===== config.mk =====
export PLATFORM = sky130hd
export DESIGN_NAME = gpu_op_mux_fifo
export DESIGN_NICKNAME = d
export VERILOG_FILES = /design/src/rtl/gpu_op_mux_fifo.sv
export SDC_FILE = /design/constraint.sdc
export NUM_CORES = 1
export LEC_CHECK = 0
export ABC_CLOCK_PERIOD_IN_PS = 5500
export CAP_MARGIN = 10
export CORE_MARGIN = 1.5
export CORE_UTILIZATION = 45
export DETAILED_ROUTE_END_ITERATION = 8
export PLACE_DENSITY_LB_ADDON = 0.3
export SKIP_LAST_GASP = 1
export SLEW_MARGIN = 5
export SYNTH_ARGS = -nofsm -noshare
export SYNTH_HDL_FRONTEND = slang
export SYNTH_SLANG_ARGS = --single-unit

===== constraint.sdc =====
create_clock -name clk -period 5.5 [get_ports clk]
set_clock_uncertainty 0.05 [all_clocks]
set_input_delay 1.65 -clock clk [delete_from_list [all_inputs] [get_ports clk]]
set_output_delay 1.65 -clock clk [all_outputs]
set_load 0.02 [all_outputs]

===== src/rtl/gpu_op_mux_fifo.sv =====
// Multi-producer GPU op queue: one private FIFO per producer channel feeding a single
// arbitrated, registered show-ahead output (rd_en/empty contract) tagged with its source channel.
module gpu_op_mux_fifo #(
    parameter int CHANNELS           = 2,
    parameter int DEPTH              = 16,
    parameter int DATA_WIDTH         = 32,
    parameter int ALMOST_FULL_MARGIN = 2,
    parameter int FIXED_PRIORITY     = 0,
    localparam int CH_W              = (CHANNELS > 1) ? $clog2(CHANNELS) : 1
) (
    input  logic                           clk,
    input  logic                           rst,
    input  logic                           ce,
    input  logic [CHANNELS-1:0]            wr_en,
    input  logic [CHANNELS*DATA_WIDTH-1:0] wr_data,
    output logic [CHANNELS-1:0]            full,
    output logic [CHANNELS-1:0]            almost_full,
    output logic [CHANNELS-1:0]            overflow,
    input  logic                           rd_en,
    output logic [DATA_WIDTH-1:0]          rd_data,
    output logic [CH_W-1:0]                rd_channel,
    output logic                           empty
);

    localparam int PTR_W = $clog2(DEPTH);
    localparam int CNT_W = PTR_W + 1;
    localparam logic [CNT_W-1:0] CNT_FULL = CNT_W'(DEPTH);
    localparam logic [CNT_W-1:0] CNT_AF   = CNT_W'(DEPTH - ALMOST_FULL_MARGIN);

    logic [DATA_WIDTH-1:0] mem_q [CHANNELS][DEPTH];

    logic [PTR_W-1:0]      wr_ptr_q [CHANNELS];
    logic [PTR_W-1:0]      wr_ptr_d [CHANNELS];
    logic [PTR_W-1:0]      rd_ptr_q [CHANNELS];
    logic [PTR_W-1:0]      rd_ptr_d [CHANNELS];
    logic [CNT_W-1:0]      count_q  [CHANNELS];
    logic [CNT_W-1:0]      count_d  [CHANNELS];
    logic [CHANNELS-1:0]   full_q, full_d;
    logic [CHANNELS-1:0]   almost_full_q, almost_full_d;
    logic [CHANNELS-1:0]   overflow_q, overflow_d;
    logic [DATA_WIDTH-1:0] rd_data_q, rd_data_d;
    logic [CH_W-1:0]       rd_channel_q, rd_channel_d;
    logic [CH_W-1:0]       rr_ptr_q, rr_ptr_d;
    logic                  empty_q, empty_d;

    logic [CHANNELS-1:0]   nonempty;
    logic [CHANNELS-1:0]   push;
    logic [CHANNELS-1:0]   pop;
    logic [CHANNELS-1:0]   grant;
    logic [CHANNELS-1:0]   hi_sel;
    logic [CHANNELS-1:0]   any_sel;
    logic                  hi_found;
    logic [CH_W-1:0]       grant_idx;
    logic [DATA_WIDTH-1:0] head;
    logic                  out_free;
    logic                  load;

    always_comb begin
        for (int i = 0; i < CHANNELS; i++) begin
            nonempty[i] = (count_q[i] != '0);
        end
    end

    // Descending scan: the last hit is the lowest index, either overall or above the RR pointer.
    always_comb begin
        hi_sel   = '0;
        any_sel  = '0;
        hi_found = 1'b0;
        for (int i = CHANNELS - 1; i >= 0; i--) begin
            if (nonempty[i]) begin
                any_sel    = '0;
                any_sel[i] = 1'b1;
                if (FIXED_PRIORITY == 0 && CH_W'(i) > rr_ptr_q) begin
                    hi_sel    = '0;
                    hi_sel[i] = 1'b1;
                    hi_found  = 1'b1;
                end
            end
        end
        grant = hi_found ? hi_sel : any_sel;
    end

    always_comb begin
        grant_idx = '0;
        head      = '0;
        for (int i = 0; i < CHANNELS; i++) begin
            if (grant[i]) begin
                grant_idx = CH_W'(i);
                head      = mem_q[i][rd_ptr_q[i]];
            end
        end
    end

    assign out_free = empty_q || rd_en;
    assign load     = ce && out_free && (|nonempty);

    // Flags follow the post-edge count, so a same-cycle pop never opens room for a push into a full FIFO.
    always_comb begin
        for (int i = 0; i < CHANNELS; i++) begin
            push[i]          = ce && wr_en[i] && !full_q[i];
            pop[i]           = load && grant[i];
            wr_ptr_d[i]      = wr_ptr_q[i] + PTR_W'(push[i]);
            rd_ptr_d[i]      = rd_ptr_q[i] + PTR_W'(pop[i]);
            count_d[i]       = count_q[i] + CNT_W'(push[i]) - CNT_W'(pop[i]);
            full_d[i]        = (count_d[i] == CNT_FULL);
            almost_full_d[i] = (count_d[i] >= CNT_AF);
            overflow_d[i]    = overflow_q[i] | (ce && wr_en[i] && full_q[i]);
        end
    end

    always_comb begin
        empty_d      = empty_q;
        rd_data_d    = rd_data_q;
        rd_channel_d = rd_channel_q;
        rr_ptr_d     = rr_ptr_q;
        if (ce && out_free) begin
            empty_d = !load;
            if (load) begin
                rd_data_d    = head;
                rd_channel_d = grant_idx;
                rr_ptr_d     = grant_idx;
            end
        end
    end

    always_ff @(posedge clk or posedge rst) begin
        if (rst) begin
            for (int i = 0; i < CHANNELS; i++) begin
                wr_ptr_q[i] <= '0;
                rd_ptr_q[i] <= '0;
                count_q[i]  <= '0;
            end
            full_q        <= '0;
            almost_full_q <= '0;
            overflow_q    <= '0;
            rd_data_q     <= '0;
            rd_channel_q  <= '0;
            rr_ptr_q      <= CH_W'(CHANNELS - 1);
            empty_q       <= 1'b1;
        end else begin
            for (int i = 0; i < CHANNELS; i++) begin
                wr_ptr_q[i] <= wr_ptr_d[i];
                rd_ptr_q[i] <= rd_ptr_d[i];
                count_q[i]  <= count_d[i];
            end
            full_q        <= full_d;
            almost_full_q <= almost_full_d;
            overflow_q    <= overflow_d;
            rd_data_q     <= rd_data_d;
            rd_channel_q  <= rd_channel_d;
            rr_ptr_q      <= rr_ptr_d;
            empty_q       <= empty_d;
        end
    end

    // Storage carries data only; validity is tracked entirely by the pointers and counts.
    always_ff @(posedge clk) begin
        for (int i = 0; i < CHANNELS; i++) begin
            if (push[i]) begin
                mem_q[i][wr_ptr_q[i]] <= wr_data[i*DATA_WIDTH +: DATA_WIDTH];
            end
        end
    end

    assign full        = full_q;
    assign almost_full = almost_full_q;
    assign overflow    = overflow_q;
    assign rd_data     = rd_data_q;
    assign rd_channel  = (CHANNELS > 1) ? rd_channel_q : '0;
    assign empty       = empty_q;

endmodule


==> results of run 1 <==
[cells by family after synthesis]
| logic type | Yosys count | share of synthesized area (%) |
|---|---|---|
| flip-flops | 1091 | 78.1 |
| adder cells (fa/ha/maj) | 22 | 0.699 |
| AO/OA/AOI/OAI | 155 | 2.81 |
| XOR/XNOR | 14 | 0.295 |
| multiplexers | 320 | 15.4 |
| AND/OR/NAND/NOR | 101 | 1.29 |
| buffers and inverters | 118 | 1.45 |
[sequential cells by signal, indices dropped and copies added (netlist names)]
name and count:
rd_data 32, wr_ptr_q 8, rd_channel 1, count_q 10
mem_q 1024, overflow 2, rd_ptr_q 8, full 2
rr_ptr_q 1, empty 1, almost_full 2
[through the flow]
| step | utilization (%) | setup WS [ns] |
|---|---|---|
| after floorplan | - | 0.629 |
| after global placement | 48.5 | 0.685 |
| after detailed placement | 48.5 | 0.667 |
| after CTS | 52.4 | 1.39 |
| after global routing | 52.4 | 1.13 |
| final | 52.4 | 1.33 |
[worst register-to-register path, cell delays in order (launching register included)]
cell and delay, ns:
dfrtp_4 1.03, buf_4 0.58, mux4_2 0.55, mux2_2 0.29, a222oi_1 0.59, o31ai_1 0.30
[layer usage]
layer | global-route usage [%] | routed length [um] | vias to the layer above | share of wire [%]
li1 | - | - | 8130 | -
met1 | 28.8 | 39200 | 10400 | 42
met2 | 32.8 | 46500 | 696 | 50
met3 | 3.65 | 6450 | 116 | 6.9
met4 | 4.36 | 1460 | 10 | 1.6
met5 | 0 | 57 | - | 0.061
[final cells by class]
| type | count | area [um^2] | share of cell area (%) |
|---|---|---|---|
| sequential | 1091 | 32400 | 67.7 |
| multi-input combinational | 612 | 8740 | 18.2 |
| clock buffer | 134 | 2840 | 5.93 |
| timing repair buffer | 174 | 1650 | 3.45 |
| tap | 1186 | 1480 | 3.10 |
| clock inverter | 60 | 673 | 1.40 |
| inverter | 21 | 80.1 | 0.167 |
[layout by cell type, fill, tap and decap left out, types with 4 or more instances in the layout]
master           synthesis  routed
dfrtp_1                 65      59
o31ai_1                 24      24
o22ai_1                 62      62
nand2_1                  9       9
bufinv_16                0      15
or3_1                   11      11
clkdlybuf4s50_1          0     109
nand3_1                 14      14
nor2_1                  28       4
clkbuf_1                35      21
clkinv_1                 0      23
clkinvlp_4               0       6
buf_4                   16      59
inv_1                   21      20
nor3_2                   0       8
nand3b_1                 4       4
dfrtp_4                  0       4
o211ai_1                 8       8
nor2_4                   0      24
xor2_1                   6       6
o21a_1                   4       4
clkinv_2                 0      14
a21oi_1                  4       4
nand2b_1                13      12
buf_12                   0       6
clkbuf_16                0     107
mux2_2                  56      56
mux2i_1                 15      15
mux4_2                 249     249
a22oi_1                 14      14
edfxtp_1              1024    1024
a222oi_1                24      24
a21o_1                   4       4
clkbuf_8                 0       6
xnor2_1                  8       8
ha_1                    20      20
[power by group]
part           internal (mW)  switching [mW]  leakage [nW]
clock                   4.34            3.00          1.70
sequential              9.78           0.844          10.0
combinational           2.96            3.19          3.41
[path summary, 6_finish.rpt]
| kind | to | cells after the start |
|---|---|---|
| max | full[1] | 11 |
| min | overflow[0] | 1 |
| max reg2reg | rd_data[13] | 5 |
| min reg2reg | overflow[0] | 1 |
| max in group asynchronous | rd_data[16] | 3 |
| min in group asynchronous | overflow[0] | 2 |
==> impl_metrics.toml, run 1 <==
[yosys]
ys.flop_type = "edfxtp_1"
synth_seq_cells = 1091
async_reset_ff_share_pct = 6.14
synth_area_per_cell_um2 = 22.8
syn_inst = 1821
syn_area_mm2 = 0.0415
synthTopCellsByArea = "edfxtp_1 74%, mux4_2 14%, dfrtp_1 3.9%, mux2_2 1.5%, o22ai_1 0.93%"
yosys.area.top_type_share_pct = 74.0
ys_types = 49
synth_top_cell_by_area = "edfxtp_1"
yosysMostFrequentCell = "edfxtp_1"
synth_fp_nets = 1913
yosys_warnings = 0
synth_edf_count = 1024
synthTopCellsByCount = "1024 x edfxtp_1, 249 x mux4_2, 65 x dfrtp_1"
yosysSeqAreaShare_pct = 78.1

[timing]
slew_viol_final = 0
max_slew_margin_pct = 33.5
period_minus_slack_ns = 4.17
rsz0062_at_grt = "false"
tightest_slew_ns = 0.998
finalSetupViolations = 0
fin_setup_tns_ns = 0
fmax_mhz = 240
holdWs_ns = 0.428
hold_viol = 0
fin_crit_sh_pct = 75.9

[routing]
wire_per_inst_um = 28.6
drt_pass1_iterations = 5
routed_wl_um = 93700
ant_nets = 0
drt_iter0_drc = 1881
vias = 19400
drc = 0
vias_per_cell = 5.92

[floorplan]
die_area_mm2 = 0.0941
core_area_mm2 = 0.0915
die_w_um = 307
ios = 110
floorplan.initialDensity_pct = 45.4
rows = 111
die_y_um = 307

[worst_setup_path]
end_kind = "flip-flop"
cpMostUsedCell = "inv_1"
required_ns = 6.01
r2r_slack_ns = 1.89
crit_family = "adder cells"
crit_fanout = 6
worstReg2RegStart = "rd_ptr_q[1]"
cpPeakStageDelay_ns = 0.56
cpMaxStageDelayCell = "clkdlybuf4s50_1"
cp_num_buf_inv = 4
crit_type = "input pin to flip-flop"
crit_path_cell_trace = "clkdlybuf4s50_1 > o21ai_0 > a211oi_1 > ha_1 > inv_1 > ha_1 > inv_1 > fa_1 > inv_1 > or3_1 > nor4_1"
start_kind = "input pin"
worst_ep_arrival_time_ns = 4.68
startpoint = "ce"

[status]
status = "finished clean"

[global_routing]
track_usage_pct = 20.2
antenna_found_initial = 5
grt_pass1_vias = 20200
grt_first_pass_wirelength_um = 139000
grt_start_max_net_pins = 52
overflow = 0

[placed_design]
routabilityCongestion = 0.806
port_buffers = 109
placed_area_mm2 = 0.0444
dp_cells = 3084
dpl.hpwl_um = 56800

[clocking]
clk_latency_ns = 0.66
numCtsBuffers = 107
h-tree-depth = 3
post_cts_buffers = 0
clock-root-buffer = "clkbuf_16"
cts_tree = "done"
ctsHoldBuffers = 0
clock_path_buffers = 3
clk_pin_slew_ns = 0.06
cts_resized = 0
clock_sinks = 1091

[power_and_ir_drop]
irDropWorstVdd_mv = 0.323
p_leak_nw = 15.1
power.density_mw_per_mm2 = 503
totalPowerFinal_mw = 24.1

[cells_and_area]
syn2layout_area_growth_pct = 15.4
nNetsFinal = 2099
fin_area_mm2 = 0.0479
diodes = 0
nFillCells = 6878
drive_gt1_share_pct = 27.3
layout.cells.non_filler = 3278

[flow_run]
cap_violations = 0

[worst_hold_path]
hp-class = "flip-flop to flip-flop"
hp-start = "overflow[0]"
Power figures use the tool's default switching activity.
==> run 2, diff against run 1 <==
--- a/config.mk
+++ b/config.mk
@@ -5,7 +5,7 @@
 export SDC_FILE = /design/constraint.sdc
 export NUM_CORES = 1
 export LEC_CHECK = 0
-export ABC_CLOCK_PERIOD_IN_PS = 5500
+export ABC_CLOCK_PERIOD_IN_PS = 4300
 export CAP_MARGIN = 10
 export CORE_MARGIN = 1.5
 export CORE_UTILIZATION = 45
==> constraint.sdc (replaced) <==
create_clock -name clk -period 4.3 [get_ports clk]
set_clock_uncertainty 0.05 [all_clocks]
set_input_delay 1.29 -clock clk [delete_from_list [all_inputs] [get_ports clk]]
set_output_delay 1.29 -clock clk [all_outputs]
set_load 0.02 [all_outputs]
==> impl_metrics.toml, run 2 (synthesized netlist as in run 1, its figures left out) <==
[placed_design]
place_worst_setup_slack_ns = 0.198
dpl.hpwl_um = 55400
port_buffers = 109
routabilityCongestion = 0.804

[global_routing]
antenna_found_initial = 7
overflow = 0
grt_start_max_net_pins = 57
grt_pass1_vias = 20200
grt_first_pass_wirelength_um = 137000
track_usage_pct = 20.1

[clocking]
numCtsBuffers = 108
clk_latency_ns = 0.66
cts_resized = 0
post_cts_buffers = 0
clk_pin_slew_ns = 0.06
cts_tree = "done"
clock-root-buffer = "clkbuf_16"
clock_sinks = 1091
clock_path_buffers = 3
h-tree-depth = 3
ctsHoldBuffers = 0

[floorplan]
rows = 111
ios = 110
core_area_mm2 = 0.0915
die_y_um = 307
die_area_mm2 = 0.0941
floorplan.initialDensity_pct = 45.4
die_w_um = 307

[timing]
fmax_mhz = 287
max_slew_margin_pct = 40.6
tightest_slew_ns = 0.891
fin_setup_tns_ns = 0
finalSetupViolations = 0
slew_viol_final = 0
hold_viol = 0
rsz0062_at_grt = "false"
timing.final.ws_setup_ns = 0.818
period_minus_slack_ns = 3.48
fin_crit_sh_pct = 81.0

[worst_setup_path]
worst_r2r_endpoint = "full[1]"
crit_path_end = "full[1]"
end_kind = "flip-flop"
worst_ep_arrival_time_ns = 3.99
required_ns = 4.80
r2r_cells = 13
r2r_slack_ns = 0.94
cpPeakStageDelay_ns = 0.57
cpMaxStageDelayCell = "clkdlybuf4s50_1"
startpoint = "ce"
start_kind = "input pin"
worstReg2RegStart = "count_q[8]"
crit_type = "input pin to flip-flop"
crit_fanout = 6
crit_path_cell_trace = "clkdlybuf4s50_1 > o21ai_0 > a211oi_1 > ha_1 > inv_1 > ha_1 > inv_1 > fa_1 > nand2b_1 > a21oi_1 > nor3_1 > nor4_1"

[routing]
drc = 0
vias = 19500
vias_per_cell = 5.91
drt_iter0_drc = 2141
drt_pass1_iterations = 6
wire_per_inst_um = 28.2
ant_nets = 0
routed_wl_um = 93000

[cells_and_area]
syn2layout_area_growth_pct = 17.0
final_core_utilization_pct = 53.1
largest_reg_flops = 1024
mostFrequentLayoutCells = "1024 x edfxtp_1, 249 x mux4_2, 111 x clkbuf_16"
nNetsFinal = 2110
drive_gt1_share_pct = 28.1
final_common_cell = "edfxtp_1"

[worst_hold_path]
hp-class = "flip-flop to flip-flop"

[flow_run]
cap_violations = 0

[power_and_ir_drop]
power.density_mw_per_mm2 = 646
p_leak_nw = 15.4
irDropWorstVdd_mv = 0.431

[status]
status = "finished clean"
-- run 2: changes by cell type in the layout (fill, tap and decap cells not counted), moves of 6 or more --
cell      before  now
buf_12         6   30
buf_4         59   45
clkinv_1      23   15
nor3_2         8    0
nor3_4         0    8
clkbuf_1      21   27
-- run 2: worst min-delay path by stage --
| stage | start | cells after the start | slack (ns) | endpoint |
|---|---|---|---|---|
| 2_1_floorplan | rd_ptr_q[1] | 1 | 0.42 | rd_ptr_q[1] |
| 3_3_place_gp | overflow[1] | 1 | 0.41 | overflow[1] |
| 3_5_place_dp | overflow[0] | 1 | 0.42 | overflow[0] |
| 4_1_cts | overflow[0] | 1 | 0.43 | overflow[0] |
| 5_1_grt | overflow[0] | 1 | 0.45 | overflow[0] |
| 6_report | overflow[0] | 1 | 0.44 | overflow[0] |
-- run 2: final cells by class --
| cell class | instances | area [um^2] |
|---|---|---|
| clock inverter | 60 | 782 |
| timing repair buffer | 184 | 2030 |
| sequential | 1091 | 32400 |
| antenna | 4 | 10.0 |
| tap | 1186 | 1480 |
| clock buffer | 144 | 2960 |
| inverter | 21 | 80.1 |
| fill | 6833 | 42900 |
| multi-input combinational | 612 | 8790 |
-- run 2: through the flow --
stage | instances | total power, mW | area (um^2) | hold WS (ns)
floorplan | 1821 | 18.8 | 41600 | 0.423
global placement | 3094 | 21.7 | 44800 | 0.408
detailed placement | 3094 | 21.9 | 44800 | 0.415
CTS | 3298 | 31.7 | 48600 | 0.434
global route | 3299 | 32.6 | 48600 | 0.445
finish | 3302 | 31.4 | 48600 | 0.437
-- run 2: per-layer routing --
metal  GRT usage (%)  wire [um]  up-vias
li1                -          -     8192
met1            28.1      38000    10400
met2            32.6      46000      722
met3            3.68       7020      141
met4            5.46       1890        4
met5               0         27        -
-- run 2: critical path: cells and delay by family --
kind	cells	cell delay, ns
adder cells (fa/ha/maj)	3	0.85
buffers and inverters	3	0.70
AO/OA/AOI/OAI	3	0.63
AND/OR/NAND/NOR	3	0.51
-- run 2: power breakdown --
group | switching (mW) | internal [mW] | total [mW]
logic | 4.16 | 3.87 | 8.02
clock network | 3.91 | 5.92 | 9.83
registers | 1.01 | 12.5 | 13.5
